### config.mk
export PLATFORM = sky130hd
export DESIGN_NAME = button_event_classifier_flat
export DESIGN_NICKNAME = d
export VERILOG_FILES = /design/src/rtl/button_event_classifier_if.sv /design/src/rtl/button_event_classifier.sv /design/src/flat_wrapper.sv
export SDC_FILE = /design/constraint.sdc
export NUM_CORES = 1
export LEC_CHECK = 0
export ABC_CLOCK_PERIOD_IN_PS = 2040
export CORE_MARGIN = 5
export CORE_UTILIZATION = 53
export DETAILED_ROUTE_END_ITERATION = 16
export PLACE_DENSITY = 0.77
export RECOVER_POWER = 100
export REMOVE_ABC_BUFFERS = 1
export SLEW_MARGIN = 20
export SYNTH_ARGS = -nofsm -noshare
export SYNTH_HDL_FRONTEND = slang
export SYNTH_SLANG_ARGS = --single-unit
### constraint.sdc
create_clock -name clk -period 2.04 [get_ports clk]
set_input_delay 0.204 -clock clk [delete_from_list [all_inputs] [get_ports clk]]
set_output_delay 0.204 -clock clk [all_outputs]
set_load 0.01 [all_outputs]
### src/rtl/button_event_classifier_if.sv
// Button classifier signal bundle.
//   btn          : debounced button level (1 = pressed), driven by the master
//   press_edge   : one-cycle pulse per 0->1 transition of btn
//   short_press  : one-cycle pulse, short press with no second press
//   long_press   : one-cycle pulse, button held long enough
//   double_press : one-cycle pulse, second press inside the gap window
//   held         : level, high while a long press is still held
//   event_count  : saturating count of short/long/double events
interface button_event_classifier_if;
  logic       btn;
  logic       press_edge;
  logic       short_press;
  logic       long_press;
  logic       double_press;
  logic       held;
  logic [7:0] event_count;

  modport master (
    output btn,
    input  press_edge, short_press, long_press, double_press, held, event_count
  );

  modport slave (
    input  btn,
    output press_edge, short_press, long_press, double_press, held, event_count
  );
endinterface

### src/rtl/button_event_classifier.sv
// Classifies debounced button gestures as short, long or double presses.
// Ports:
//   clk : system clock, all logic on posedge
//   rst : asynchronous active-high reset
//   bus : classifier bundle (slave side): btn in; press_edge, short_press,
//         long_press, double_press, held, event_count out (all registered)
module button_event_classifier #(
  parameter int unsigned LONG_CYCLES = 20,
  parameter int unsigned DBL_GAP     = 8,
  parameter int unsigned CW          = 5
) (
  input  logic                      clk,
  input  logic                      rst,
  button_event_classifier_if.slave  bus
);

  localparam logic [2:0] S_IDLE   = 3'd0;
  localparam logic [2:0] S_PRESS1 = 3'd1;
  localparam logic [2:0] S_WAIT2  = 3'd2;
  localparam logic [2:0] S_PRESS2 = 3'd3;
  localparam logic [2:0] S_LONG   = 3'd4;

  localparam logic [CW-1:0] LONG_LAST = CW'(LONG_CYCLES - 1);
  localparam logic [CW-1:0] GAP_LAST  = CW'(DBL_GAP - 1);
  localparam logic [CW-1:0] CNT_ONE   = CW'(1);

  logic [2:0]    state_q, state_d;
  logic [CW-1:0] cnt_q, cnt_d;
  logic          btn_prev_q;
  logic          press_edge_q;
  logic          short_q, short_d;
  logic          long_q, long_d;
  logic          dbl_q, dbl_d;
  logic          held_q, held_d;
  logic [7:0]    count_q, count_d;
  logic          rise;

  // btn_prev resets to 1 so a button held through reset is not a new press.
  assign rise = bus.btn & ~btn_prev_q;

  always_comb begin
    state_d = state_q;
    cnt_d   = cnt_q;
    short_d = 1'b0;
    long_d  = 1'b0;
    dbl_d   = 1'b0;
    held_d  = held_q;
    count_d = count_q;

    case (state_q)
      S_IDLE: begin
        if (rise) begin
          state_d = S_PRESS1;
          cnt_d   = CNT_ONE;
        end
      end
      S_PRESS1: begin
        if (bus.btn) begin
          if (cnt_q == LONG_LAST) begin
            state_d = S_LONG;
            long_d  = 1'b1;
            held_d  = 1'b1;
          end else begin
            cnt_d = cnt_q + CNT_ONE;
          end
        end else begin
          state_d = S_WAIT2;
          cnt_d   = CNT_ONE;
        end
      end
      S_WAIT2: begin
        if (bus.btn) begin
          state_d = S_PRESS2;
          dbl_d   = 1'b1;
        end else if (cnt_q == GAP_LAST) begin
          state_d = S_IDLE;
          short_d = 1'b1;
        end else begin
          cnt_d = cnt_q + CNT_ONE;
        end
      end
      S_PRESS2: begin
        if (!bus.btn) begin
          state_d = S_IDLE;
        end
      end
      S_LONG: begin
        if (!bus.btn) begin
          state_d = S_IDLE;
          held_d  = 1'b0;
        end
      end
      default: begin
        state_d = S_IDLE;
        cnt_d   = '0;
        held_d  = 1'b0;
      end
    endcase

    // At most one classification pulse per cycle, so a single increment suffices.
    if ((short_d | long_d | dbl_d) && (count_q != 8'hFF)) begin
      count_d = count_q + 8'd1;
    end
  end

  always_ff @(posedge clk or posedge rst) begin
    if (rst) begin
      state_q      <= S_IDLE;
      cnt_q        <= '0;
      btn_prev_q   <= 1'b1;
      press_edge_q <= 1'b0;
      short_q      <= 1'b0;
      long_q       <= 1'b0;
      dbl_q        <= 1'b0;
      held_q       <= 1'b0;
      count_q      <= '0;
    end else begin
      state_q      <= state_d;
      cnt_q        <= cnt_d;
      btn_prev_q   <= bus.btn;
      press_edge_q <= rise;
      short_q      <= short_d;
      long_q       <= long_d;
      dbl_q        <= dbl_d;
      held_q       <= held_d;
      count_q      <= count_d;
    end
  end

  assign bus.press_edge   = press_edge_q;
  assign bus.short_press  = short_q;
  assign bus.long_press   = long_q;
  assign bus.double_press = dbl_q;
  assign bus.held         = held_q;
  assign bus.event_count  = count_q;

endmodule
### src/flat_wrapper.sv
// flat-port wrapper written by rule: the top's interface ports become plain ports
module button_event_classifier_flat 
#(
  parameter int unsigned LONG_CYCLES = 20,
  parameter int unsigned DBL_GAP     = 8,
  parameter int unsigned CW          = 5
)
  (clk, rst, bus_btn, bus_press_edge, bus_short_press, bus_long_press, bus_double_press, bus_held, bus_event_count);
  button_event_classifier_if bus_i ();
  input  logic clk;
  input  logic rst;
  input wire logic [$bits(bus_i.btn)-1:0] bus_btn;
  output wire logic [$bits(bus_i.press_edge)-1:0] bus_press_edge;
  output wire logic [$bits(bus_i.short_press)-1:0] bus_short_press;
  output wire logic [$bits(bus_i.long_press)-1:0] bus_long_press;
  output wire logic [$bits(bus_i.double_press)-1:0] bus_double_press;
  output wire logic [$bits(bus_i.held)-1:0] bus_held;
  output wire logic [$bits(bus_i.event_count)-1:0] bus_event_count;
  assign bus_i.btn = bus_btn;
  assign bus_press_edge = bus_i.press_edge;
  assign bus_short_press = bus_i.short_press;
  assign bus_long_press = bus_i.long_press;
  assign bus_double_press = bus_i.double_press;
  assign bus_held = bus_i.held;
  assign bus_event_count = bus_i.event_count;
  button_event_classifier #(.LONG_CYCLES(LONG_CYCLES), .DBL_GAP(DBL_GAP), .CW(CW)) u_core (.clk(clk), .rst(rst), .bus(bus_i));
endmodule
==> impl_summary.log, run 1 <==
INFO  metric run_status = finished clean
INFO  metric standard_cell_area_after_detailed_placement = roughly 0.0014 mm^2
INFO  metric critical_path_cell_count = 5
INFO  metric post_synth_edffs = 0
INFO  metric synth-async-reset-ratio = 100.0%
INFO  metric postRouteWirelength = between 2000 and 2500 um
INFO  metric critPathArrivalTime = 2.09 ns
INFO  metric max_cap_viol_count = 0
INFO  metric timing_hold_violations_final = 0
INFO  metric syn-instance-count = ~120
INFO  metric minimum_setup_slack_in_the_final_design = about 0.15 ns
INFO  metric finish.net_count = about 140
INFO  metric grt_remaining_overflow = 0
INFO  metric post-route-cell-area = 0.001444 mm^2
INFO  metric timing.max_slew.rel_slack = a little under a quarter
INFO  metric initial_utilization = a little under three fifths
INFO  metric pin_count = 16
INFO  metric route.met3.wl = 99 um
INFO  metric crit_type = reg2reg
INFO  metric grt_setup_unrepaired = false
INFO  metric worst_path_max_delay_cell = sky130_fd_sc_hd__dfrtp_1
INFO  metric powerDensity = 1055 mW/mm^2
INFO  metric total_area_of_multi_input_combinational_cells = roughly 610 um^2
INFO  metric worst_setup_path_end_kind = register
INFO  metric crit_family = simple AND/OR/NAND/NOR gates
INFO  metric routed_wire_length_per_instance = 13.90 um
INFO  metric start_kind = register
INFO  metric postRouteAntennaNets = 0
INFO  metric cts.root.buffer_cell = sky130_fd_sc_hd__clkbuf_4
INFO  metric post_drt_via_cell_ratio = around 5.8
INFO  metric synthToLayoutAreaGrowth = 18.36%
INFO  metric hold_depth = 1
INFO  metric place_ws = slightly below 0.08 ns
INFO  metric final_cell_utilization_of_the_core = 65.27%
INFO  metric finalCriticalPeriod = about 1.9 ns
INFO  metric finalMaxSlewViolations = 0
INFO  metric instances_no_fill = approximately 170
INFO  metric post_cts_repair_resize_count = 0
INFO  metric first_global_vias = 909
INFO  metric layout_cells_sized_above_1 = between 10% and 20%
INFO  metric timing.clock.skew = roughly 0.005 ns
INFO  metric critPathMaxStageDelay = ~0.44 ns
INFO  metric rows = 17
INFO  metric first_pass_iters = 4
INFO  metric n_fill_cell = approximately 190
INFO  metric ys.warnings.count = 0
INFO  metric mostFrequentLayoutCell = sky130_fd_sc_hd__dfrtp_1
INFO  metric fp.dieArea = around 0.0034 mm^2
INFO  metric cts_num_sinks = 22
INFO  metric cts_hold_repair.buffers = 0
INFO  metric synth_area_per_cell = around 10 um^2
INFO  metric achievable_clock_frequency = 528.2 MHz
INFO  metric dp.final_hpwl = between 1500 and 2000 um
INFO  metric fin_crit_sh = between 90% and 100%
INFO  metric met1Wirelength = between 1000 and 1500 um
INFO  metric drc_errors = 0
INFO  metric tightestPinTransition = approximately 1.1 ns
INFO  metric crit_path_cells = ha_1 > and2b_1 > nand3_2 > a21oi_1 > mux2_1
INFO  metric dr.first_iter.drc_count = 18
INFO  metric cts_tree = built
INFO  metric place_congestion = 0.8214
INFO  metric yosysSeqAreaShare = 45.23%
INFO  metric top_library_cells_by_usage_in_the_layout_fill_and_taps_aside = sky130_fd_sc_hd__dfrtp_1 (21), sky130_fd_sc_hd__dlygate4sd3_1 (14), sky130_fd_sc_hd__nand2_1 (9), sky130_fd_sc_hd__nor2_1 (9), sky130_fd_sc_hd__inv_1 (8)
INFO  metric grt_start_max_net_pins = 23
INFO  metric clk_transition_reported_paths = 0.12 ns
INFO  metric finalSetupTns = 0 ns
INFO  metric totalPowerFinal = roughly 1.5 mW
INFO  metric dp_cells = 161
INFO  metric synth.ff_latch_count = 22
INFO  metric track_usage = roughly 15%
INFO  metric rr_worst_depth = 5
INFO  metric netlist-cell-type-count = 44
INFO  metric clk_path_buf_depth = 2
INFO  metric buf_inv_on_cp = 0
INFO  metric hold_class = reg2reg
INFO  metric regArea = ~550 um^2
INFO  metric die_h = around 58 um
INFO  metric tritoncts.num_buffers = 3
INFO  metric cp_max_fo = 8
INFO  metric max-vdd-ir-drop = between 0.5 and 0.6 mV
INFO  metric grt_antenna_before_repair = 0
INFO  metric static_leak = between 0.6 and 0.7 nW
INFO  metric core_area = 0.002212 mm^2
INFO  metric cts_htree_levels = 1
INFO  metric post_cts.repair.setup_buffers = 0
INFO  metric io_buffers = 15
INFO  metric setup_viol_count_final = 0
INFO  metric grt_first_pass_wirelength = a little over 4000 um
INFO  metric clock_latency = approximately 0.3 ns
INFO  metric n_antenna_cell = 0
INFO  metric met2_length = approximately 1200 um
INFO  metric holdWs = 0.5007 ns
INFO  metric cell_area_after_technology_mapping = ~0.0012 mm^2
INFO  metric timing.critical_path.required = 2.23 ns
INFO  metric routed-via-count = around 950
INFO  metric ys.flop_type = sky130_fd_sc_hd__dfrtp_1
INFO  metric uppermost_metal_layer_occupied_by_signal_nets = met4
INFO  metric die-width = roughly 58 um
synthesized netlist by cell type, types with 2 or more instances:
cell | n | area [um^2]
sky130_fd_sc_hd__dfrtp_1 | 21 | 525.5
sky130_fd_sc_hd__nor2_1 | 9 | 33.78
sky130_fd_sc_hd__a21oi_1 | 5 | 25.02
sky130_fd_sc_hd__mux2i_1 | 2 | 20.02
sky130_fd_sc_hd__ha_1 | 2 | 25.02
sky130_fd_sc_hd__o21ai_1 | 3 | 15.01
sky130_fd_sc_hd__a2111oi_2 | 4 | 60.06
sky130_fd_sc_hd__a211oi_1 | 2 | 15.01
sky130_fd_sc_hd__o32ai_1 | 2 | 17.52
sky130_fd_sc_hd__nand4bb_1 | 2 | 22.52
sky130_fd_sc_hd__nand3b_1 | 3 | 22.52
sky130_fd_sc_hd__nand2b_1 | 3 | 18.77
sky130_fd_sc_hd__nand3_1 | 6 | 30.03
sky130_fd_sc_hd__inv_1 | 8 | 30.03
sky130_fd_sc_hd__xor2_1 | 6 | 52.55
sky130_fd_sc_hd__nand2_1 | 9 | 33.78
sky130_fd_sc_hd__buf_2 | 4 | 20.02
layout make-up:
cell class                      count  area share, %
Timing Repair Buffer               19          11.96
Multi-Input combinational cell     83          42.55
Tap cell                           28          2.426
Inverter                            9          2.340
Clock buffer                        4          2.513
Sequential cell                    22          38.22
flip-flops by register name, summed over array words and instances, names as in the netlist:
signal	count
u_core.bus.long_press	1
u_core.cnt_q	5
u_core.bus.short_press	1
u_core.bus.double_press	1
u_core.bus.press_edge	1
u_core.state_q	3
u_core.bus.held	1
u_core.bus.event_count	8
u_core.btn_prev_q	1
report_power, final:
group          switching [mW]  total [mW]  internal (mW)  leakage [nW]
clock network           0.126       0.235          0.109        0.0210
logic                   0.294       0.585          0.291         0.311
registers               0.149       0.704          0.555         0.276
total                   0.569        1.52          0.954         0.608
path summary, 6_finish.rpt:
check                                                       from                                     to  slack (ns)
max in group asynchronous                                    rst            u_core.cnt_q[1]$_DFFE_PP0P_        0.66
min in group asynchronous                                    rst            u_core.bus.held$_DFFE_PP0P_        0.70
max reg2reg                          u_core.cnt_q[0]$_DFFE_PP0P_  u_core.bus.event_count[1]$_DFFE_PP0P_        0.15
min reg2reg                u_core.bus.event_count[6]$_DFFE_PP0P_  u_core.bus.event_count[6]$_DFFE_PP0P_        0.50
min                        u_core.bus.event_count[6]$_DFFE_PP0P_  u_core.bus.event_count[6]$_DFFE_PP0P_        0.50
max                                  u_core.cnt_q[0]$_DFFE_PP0P_  u_core.bus.event_count[1]$_DFFE_PP0P_        0.15
logic make-up after synthesis:
family / count (synthesis) / synth area share (%)
and+or+nand+nor: 42 / 19.80
AOI/OAI and AO/OA: 29 / 20.92
DFF: 22 / 45.23
buffers and inverters: 13 / 4.410
xor gates and xnor gates: 7 / 5.026
muxes: 3 / 2.564
adders and majority gates: 2 / 2.051
per-layer routing:
metal,track usage [%],up-vias
met5,0,-
met4,2.980,0
met2,26.61,20
li1,-,468
met1,20.98,464
met3,2.004,2
Note: power is estimated with default switching activity, not from simulation.
==> run 2, diff against run 1 <==
--- a/config.mk
+++ b/config.mk
@@ -5,11 +5,12 @@
 export SDC_FILE = /design/constraint.sdc
 export NUM_CORES = 1
 export LEC_CHECK = 0
+export ABC_AREA = 1
 export ABC_CLOCK_PERIOD_IN_PS = 2040
 export CORE_MARGIN = 5
-export CORE_UTILIZATION = 53
+export CORE_UTILIZATION = 55
 export DETAILED_ROUTE_END_ITERATION = 16
-export PLACE_DENSITY = 0.77
+export PLACE_DENSITY = 0.79
 export RECOVER_POWER = 100
 export REMOVE_ABC_BUFFERS = 1
 export SLEW_MARGIN = 20
==> impl_summary.log, run 2 <==
INFO  metric run_status = finished clean
INFO  metric post_drt_via_cell_ratio = 5.161 (-11%)
INFO  metric place_ws = 0.2907 ns (+0.2124 ns)
INFO  metric worst_setup_path_end_kind = register
INFO  metric fin_crit_sh = 83.52% (-9.3 points)
INFO  metric routed-via-count = 1156 (+21%)
INFO  metric synth_top_area_share = 39.07% (-4.0 points)
INFO  metric layout_cells_sized_above_1 = 13.92% (+0.049 points)
INFO  metric holdWs = 0.5096 ns (+0.008955 ns)
INFO  metric largest_register_ff_count = 8 (unchanged)
INFO  metric yosysSeqAreaShare = 41.02% (-4.2 points)
INFO  metric critPathArrivalTime = 1.91 ns (-0.18 ns)
INFO  metric timing.clock.skew = 0.003054 ns (-0.001959 ns)
INFO  metric synth.largest_area_cell = sky130_fd_sc_hd__dfrtp_1
INFO  metric post_cts.repair.setup_buffers = 0 (unchanged)
INFO  metric n_antenna_cell = 0 (unchanged)
INFO  metric ys.flop_type = sky130_fd_sc_hd__dfrtp_1
INFO  metric buf_inv_on_cp = 1 (+1)
INFO  metric cell_area_after_technology_mapping = 0.001345 mm^2 (+10%)
INFO  metric pwr-share-seq = 37.5% (-8.7 points)
INFO  metric total_area_of_multi_input_combinational_cells = 663.1 um^2 (+7.9%)
INFO  metric worst_path_max_delay_cell = sky130_fd_sc_hd__dfrtp_1
INFO  metric place_congestion = 0.9041 (+10%)
INFO  metric rows = 18 (+1)
INFO  metric max-vdd-ir-drop = 0.7500 mV (+29%)
INFO  metric pwr-share-comb = 48.6% (+10 points)
INFO  metric final_cell_utilization_of_the_core = 63.97% (-1.3 points)
INFO  metric cp_max_fo = 4 (-4)
INFO  metric grt_remaining_overflow = 0 (unchanged)
INFO  metric finish.net_count = 200 (+40%)
INFO  metric post-route-cell-area = 0.001541 mm^2 (+6.8%)
INFO  metric static_leak = 0.8479 nW (+39%)
INFO  metric die_h = 59.45 um (+2.5%)
INFO  metric postRouteAntennaNets = 0 (unchanged)
INFO  metric post_cts_repair_resize_count = 0 (unchanged)
INFO  metric first_global_vias = 1078 (+19%)
INFO  metric critical_path.reg2reg.endpoint = u_core.state_q[1]$_DFFE_PP0P_
INFO  metric finalCriticalPeriod = 1.704 ns (-0.1895 ns)
INFO  metric fp.dieArea = 0.003534 mm^2 (+5.2%)
INFO  metric regArea = 551.8 um^2 (unchanged)
INFO  metric first_pass_iters = 4 (unchanged)
INFO  metric synth.ff_latch_count = 22 (unchanged)
INFO  metric routed_wire_length_per_instance = 11.96 um (-14%)
INFO  metric worstHoldStart = u_core.bus.held$_DFFE_PP0P_
INFO  metric totalPowerFinal = 1.676 mW (+10%)
INFO  metric crit_top_cell = sky130_fd_sc_hd__nand2_1
INFO  metric hold_class = reg2reg
INFO  metric p_int = 925.3 uW (-3.0%)
INFO  metric pin_count = 16 (unchanged)
INFO  metric synthToLayoutAreaGrowth = 14.60%
INFO  metric instances_no_fill = 224 (+36%)
INFO  metric start_kind = register
INFO  metric drc_errors = 0 (unchanged)
INFO  metric cts_tree = built
INFO  metric synth_area_per_cell = 7.686 um^2 (-26%)
INFO  metric minimum_setup_slack_in_the_final_design = 0.3362 ns (+0.1895 ns)
INFO  metric clk_transition_reported_paths = 0.11 ns (about the same)
INFO  metric finalMaxSlewViolations = 0 (unchanged)
INFO  metric cts_num_sinks = 22 (unchanged)
INFO  metric dr.first_iter.drc_count = 54 (+36)
INFO  metric standard_cell_area_after_detailed_placement = 0.001535 mm^2 (+8.5%)
INFO  metric crit_type = reg2reg
INFO  metric track_usage = 17.32% (+1.8 points)
INFO  metric tritoncts.num_buffers = 3 (unchanged)
INFO  metric io_buffers = 15 (unchanged)
INFO  metric synth_commonest_cells = sky130_fd_sc_hd__nand2_1 (60), sky130_fd_sc_hd__dfrtp_1 (21), sky130_fd_sc_hd__inv_1 (18), sky130_fd_sc_hd__nand3_1 (16), sky130_fd_sc_hd__nor2_1 (8)
INFO  metric p_sw_share = 44.81% (+7.4 points)
INFO  metric core_area = 0.002410 mm^2 (+8.9%)
INFO  metric crit_family = simple AND/OR/NAND/NOR gates
INFO  metric timing.reg2reg.setup_slack = 0.34 ns (+0.19 ns)
INFO  metric synth-async-reset-ratio = 100.0% (unchanged)
INFO  metric grt_start_max_net_pins = 23 (unchanged)
INFO  metric finalSetupTns = 0 ns (unchanged)
INFO  metric timing_hold_violations_final = 0 (unchanged)
INFO  metric dp.final_hpwl = 2146 um (+23%)
INFO  metric hold_depth = 2 (+1)
INFO  metric synth.most_common_cell = sky130_fd_sc_hd__nand2_1
INFO  metric clk_path_buf_depth = 2 (unchanged)
INFO  metric cts_htree_levels = 1 (unchanged)
INFO  metric clock_latency = 0.30 ns (about the same)
INFO  metric rr_worst_depth = 8 (+3)
INFO  metric power.switching = 751.1 uW (+32%)
INFO  metric critPathMaxStageDelay = 0.40 ns (-0.04 ns)
INFO  metric grt_antenna_before_repair = 0 (unchanged)
INFO  metric hold-path-endpoint = u_core.bus.held$_DFFE_PP0P_
INFO  metric initial_utilization = 55.82% (+0.67 points)
INFO  metric grt_setup_unrepaired = false
INFO  metric netlist-cell-type-count = 24 (-45%)
INFO  metric ys.warnings.count = 0 (unchanged)
INFO  metric timing.max_slew.rel_slack = 23.75% (+0.24 points)
INFO  metric mostFrequentLayoutCell = sky130_fd_sc_hd__nand2_1
INFO  metric critical_path.reg2reg.startpoint = u_core.cnt_q[0]$_DFFE_PP0P_
INFO  metric die-width = 59.45 um (+2.5%)
INFO  metric timing.critical_path.required = 2.24 ns (about the same)
INFO  metric powerDensity = 1088 mW/mm^2 (+3.1%)
INFO  metric n_fill_cell = 220 (+16%)
INFO  metric crit_path_cells = ha_1 > nand2_1 > nor2_1 > inv_1 > a21oi_1 > nand2_1 > nand2_1 > nand2_1
INFO  metric setup_viol_count_final = 0 (unchanged)
INFO  metric cts.root.buffer_cell = sky130_fd_sc_hd__clkbuf_4
INFO  metric syn-instance-count = 175 (+48%)
INFO  metric achievable_clock_frequency = 586.9 MHz (+11%)
INFO  metric cts_hold_repair.buffers = 0 (unchanged)
INFO  metric dp_cells = 220 (+37%)
INFO  metric grt_first_pass_wirelength = 4650 um (+13%)
INFO  metric post_synth_main_area_contributors = sky130_fd_sc_hd__dfrtp_1 (39%), sky130_fd_sc_hd__nand2_1 (17%), sky130_fd_sc_hd__nand3_1 (6.0%)
INFO  metric tightestPinTransition = 1.144 ns (-0.003624 ns)
INFO  metric postRouteWirelength = 2678 um (+17%)
INFO  metric clock_power_share = 13.9% (-1.5 points)
INFO  metric top_library_cells_by_usage_in_the_layout_fill_and_taps_aside = sky130_fd_sc_hd__nand2_1 (62), sky130_fd_sc_hd__dfrtp_1 (21), sky130_fd_sc_hd__inv_1 (18)
INFO  metric post_synth_edffs = 0 (unchanged)
INFO  metric max_cap_viol_count = 0 (unchanged)
[run 2: cell types whose count changed after synthesis, sizes merged, moves of 3 or more]
cell	previous run	this run
o32ai	3	0
nor2	9	18
nand2	9	65
inv	9	25
nand3b	3	0
buf	4	1
a21oi	6	3
a2111oi	4	0
nand2b	3	0
nand3	7	22
[run 2: worst max path at each step]
stage,startpoint,to,slack (ns),cells past startpoint
6_report,u_core.cnt_q[0]$_DFFE_PP0P_,u_core.state_q[1]$_DFFE_PP0P_,0.34,8
2_1_floorplan,u_core.cnt_q[0]$_DFFE_PP0P_,u_core.state_q[0]$_DFFE_PP0P_,0.66,8
4_1_cts,u_core.bus.event_count[6]$_DFFE_PP0P_,bus_event_count[6],0.44,1
5_1_grt,u_core.cnt_q[0]$_DFFE_PP0P_,u_core.state_q[2]$_DFFE_PP0P_,0.21,8
3_3_place_gp,bus_btn,u_core.bus.event_count[7]$_DFFE_PP0P_,0.37,8
3_5_place_dp,bus_btn,u_core.bus.event_count[7]$_DFFE_PP0P_,0.29,8
[run 2: metal layers]
layer / GRT usage, % / share of wire, % / vias to the layer above
met5: 0 / 0 / -
met4: 5.825 / 1.2 / 0
met3: 2.832 / 3.7 / 5
met2: 31.36 / 53 / 18
met1: 20.47 / 43 / 545
li1: - / - / 588
[run 2: power groups by stage]
| stage | combinational, mW | sequential, mW | clock (mW) |
|---|---|---|---|
| after global routing | 0.922 | 0.645 | 0.257 |
| final | 0.815 | 0.629 | 0.233 |
| after detailed placement | 0.859 | 0.638 | 0 |
| after floorplan | 0.625 | 0.637 | 0 |
| after CTS | 0.867 | 0.630 | 0.238 |
| after global placement | 0.842 | 0.634 | 0 |
[run 2: cell type report]
type	count	area share, %
Multi-Input combinational cell	127	43.02
Sequential cell	22	35.80
Inverter	25	6.412
Timing Repair Buffer	16	9.984
Clock buffer	4	2.354
Tap cell	30	2.435
[run 2: worst reg2reg max path, stage by stage (launching register included)]
cell and delay [ns]:
sky130_fd_sc_hd__dfrtp_1 0.40, sky130_fd_sc_hd__ha_1 0.24, sky130_fd_sc_hd__nand2_1 0.10, sky130_fd_sc_hd__nor2_1 0.27, sky130_fd_sc_hd__inv_1 0.11, sky130_fd_sc_hd__a21oi_1 0.24, sky130_fd_sc_hd__nand2_1 0.12, sky130_fd_sc_hd__nand2_1 0.07
sky130_fd_sc_hd__nand2_1 0.05
[run 2: logic make-up (layout without fill, tap and decap cells)]
group / count (synthesis) / count (layout) / share of synthesized area, %
DFF: 22 / 22 / 41.02
buffers and inverters: 26 / 45 / 7.720
and+or+nand+nor: 108 / 108 / 40.74
AOI/OAI and AO/OA: 12 / 12 / 5.396
xor gates and xnor gates: 5 / 5 / 3.256
adders and majority gates: 2 / 2 / 1.860
==> run 3, diff against run 2 <==
--- a/config.mk
+++ b/config.mk
@@ -6,7 +6,7 @@
 export NUM_CORES = 1
 export LEC_CHECK = 0
 export ABC_AREA = 1
-export ABC_CLOCK_PERIOD_IN_PS = 2040
+export ABC_CLOCK_PERIOD_IN_PS = 1750
 export CORE_MARGIN = 5
 export CORE_UTILIZATION = 55
 export DETAILED_ROUTE_END_ITERATION = 16
==> constraint.sdc (replaced) <==
create_clock -name clk -period 1.75 [get_ports clk]
set_input_delay 0.175 -clock clk [delete_from_list [all_inputs] [get_ports clk]]
set_output_delay 0.175 -clock clk [all_outputs]
set_load 0.01 [all_outputs]
==> impl_summary.log, run 3 (synthesized netlist as in run 2, its figures left out) <==
INFO  metric postRouteAntennaNets = 0 (unchanged)
INFO  metric powerDensity = 1291 mW/mm^2 (+19%)
INFO  metric max-vdd-ir-drop = 0.9845 mV (+31%)
INFO  metric uppermost_metal_layer_occupied_by_signal_nets = met4
INFO  metric hold_class = in2async
INFO  metric first_global_vias = 1169 (+8.4%)
INFO  metric grt_start_max_net_pins = 13 (-43%)
INFO  metric route.met3.wl = 171 um (+74%)
INFO  metric finish.net_count = 202 (+1.0%)
INFO  metric dr.first_iter.drc_count = 43 (-20%)
INFO  metric top_library_cells_by_usage_in_the_layout_fill_and_taps_aside = sky130_fd_sc_hd__nand2_1 (60), sky130_fd_sc_hd__dfrtp_1 (21), sky130_fd_sc_hd__inv_1 (18)
INFO  metric first_pass_iters = 4 (unchanged)
INFO  metric routed-via-count = 1184 (+2.4%)
INFO  metric n_antenna_cell = 0 (unchanged)
INFO  metric clock_latency = 0.31 ns (about the same)
INFO  metric instances_no_fill = 226 (+0.89%)
INFO  metric clk_path_buf_depth = 2 (unchanged)
INFO  metric crit_family = buffers and inverters
INFO  metric die_h = 59.45 um (unchanged)
INFO  metric crit_type = reg2out
INFO  metric fp.dieArea = 0.003534 mm^2 (unchanged)
INFO  metric track_usage = 18.45% (+1.1 points)
INFO  metric critPathMaxStageDelay = 0.64 ns (+0.24 ns)
INFO  metric routed_wire_length_per_instance = 12.77 um (+6.8%)
INFO  metric setup_viol_count_final = 0 (unchanged)
INFO  metric finalSetupTns = 0 ns (unchanged)
INFO  metric worst_path_max_delay_cell = sky130_fd_sc_hd__dlygate4sd3_1
INFO  metric clk_transition_reported_paths = 0.12 ns (about the same)
INFO  metric cts.root.buffer_cell = sky130_fd_sc_hd__clkbuf_4
INFO  metric post_drt_via_cell_ratio = 5.239 (+1.5%)
INFO  metric postRouteWirelength = 2885 um (+7.7%)
INFO  metric cp_max_fo = 7 (+3)
INFO  metric achievable_clock_frequency = 614.8 MHz
INFO  metric cts_tree = built
INFO  metric crit_path_cells = dlygate4sd3_1
INFO  metric max_cap_viol_count = 0 (unchanged)
INFO  metric pin_count = 16 (unchanged)
INFO  metric place_congestion = 0.8959 (-0.91%)
INFO  metric initial_utilization = 55.82% (unchanged)
INFO  metric cts_num_sinks = 22 (unchanged)
INFO  metric worst_setup_path_end_kind = output pin
INFO  metric grt_first_pass_wirelength = 4933 um (+6.1%)
INFO  metric met2_length = 1530 um (+8.7%)
INFO  metric finalCriticalPeriod = ~1.6 ns
INFO  metric grt_antenna_before_repair = 0 (unchanged)
INFO  metric grt_remaining_overflow = 0 (unchanged)
INFO  metric start_kind = register
INFO  metric core_area = 0.002410 mm^2 (unchanged)
INFO  metric timing.clock.skew = 0.007890 ns (+0.004837 ns)
INFO  metric largest_register_ff_count = 8 (unchanged)
INFO  metric dp.final_hpwl = 2258 um (+5.2%)
INFO  metric timing_hold_violations_final = 0 (unchanged)
INFO  metric tightestPinTransition = 0.6268 ns (-0.5168 ns)
INFO  metric run_status = finished clean
INFO  metric layout_cells_sized_above_1 = 17.35% (+3.4 points)
INFO  metric critPathArrivalTime = 1.45 ns (-0.46 ns)
INFO  metric timing.critical_path.required = 1.57 ns (-0.67 ns)
INFO  metric fin_crit_sh = approximately 93%
INFO  metric dp_cells = 221 (+0.45%)
INFO  metric cts_hold_repair.buffers = 0 (unchanged)
INFO  metric cts_htree_levels = 1 (unchanged)
INFO  metric io_buffers = 15 (unchanged)
INFO  metric met1Wirelength = 1113 um (-2.4%)
INFO  metric mostFrequentLayoutCell = sky130_fd_sc_hd__nand2_1
INFO  metric rows = 18 (unchanged)
INFO  metric totalPowerFinal = 2.014 mW (+20%)
INFO  metric buf_inv_on_cp = 1 (unchanged)
INFO  metric timing.max_slew.rel_slack = 58.21% (+34 points)
INFO  metric grt_setup_unrepaired = false
INFO  metric tritoncts.num_buffers = 3 (unchanged)
INFO  metric drc_errors = 0 (unchanged)
INFO  metric synthToLayoutAreaGrowth = 16.00%
INFO  metric die-width = 59.45 um (unchanged)
INFO  metric finalMaxSlewViolations = 0 (unchanged)
INFO  metric static_leak = 0.8529 nW (+0.59%)
-- run 3: cell count changes in the layout (fill, tap and decap cells not counted), sizes merged --
cell	previous run	this run
buf	0	2
clkinv	1	0
inv	24	25
-- run 3: worst paths after layout --
| kind | cells past startpoint | start | end | slack [ns] |
|---|---|---|---|---|
| max | 1 | u_core.bus.event_count[6]$_DFFE_PP0P_ | bus_event_count[6] | 0.12 |
| min | 2 | rst | u_core.cnt_q[0]$_DFFE_PP0P_ | 0.27 |
| max reg2reg | 8 | u_core.cnt_q[0]$_DFFE_PP0P_ | u_core.bus.event_count[0]$_DFFE_PP0P_ | 0.13 |
| min reg2reg | 2 | u_core.bus.held$_DFFE_PP0P_ | u_core.bus.held$_DFFE_PP0P_ | 0.52 |
| max in group asynchronous | 3 | rst | u_core.bus.event_count[1]$_DFFE_PP0P_ | 0.60 |
| min in group clk | 2 | u_core.bus.held$_DFFE_PP0P_ | u_core.bus.held$_DFFE_PP0P_ | 0.52 |
-- run 3: timing repair --
action | in CTS | in global routing
buffers inserted | 0 | 1
setup endpoints to repair | 0 | 1
resized for setup | 0 | 0
-- run 3: cell type report --
| type | instances | area, um^2 |
|---|---|---|
| Clock buffer | 4 | 36.28 |
| Sequential cell | 22 | 551.8 |
| Fill cell | 212 | 849.6 |
| Tap cell | 30 | 37.54 |
| Timing Repair Buffer | 18 | 168.9 |
| Inverter | 25 | 98.84 |
| Multi-Input combinational cell | 127 | 666.9 |
-- run 3: stage by stage --
step	cell area (um^2)	setup slack (ns)	hold slack [ns]	utilization (%)
after CTS	1579	0.1286	0.1423	65.52
final	1560	0.1235	0.2671	64.75
after detailed placement	1543	0.1301	0.5001	64.02
after global routing	1560	0.01775	0.3023	64.75
after global placement	1543	0.1784	0.4772	64.02
after floorplan	1340	0.3667	0.1635	-
-- run 3: power breakdown --
| part | leakage [nW] | internal [mW] | switching (mW) |
|---|---|---|---|
| combinational | 0.540 | 0.349 | 0.645 |
| sequential | 0.292 | 0.615 | 0.125 |
| clock | 0.0210 | 0.127 | 0.153 |
| total | 0.853 | 1.09 | 0.923 |
-- run 3: layer usage --
layer / GRT usage (%) / vias up
met2: 35.10 / 45
met4: 8.414 / 0
met3: 1.961 / 9
li1: - / 590
met5: 0 / -
met1: 20.05 / 540
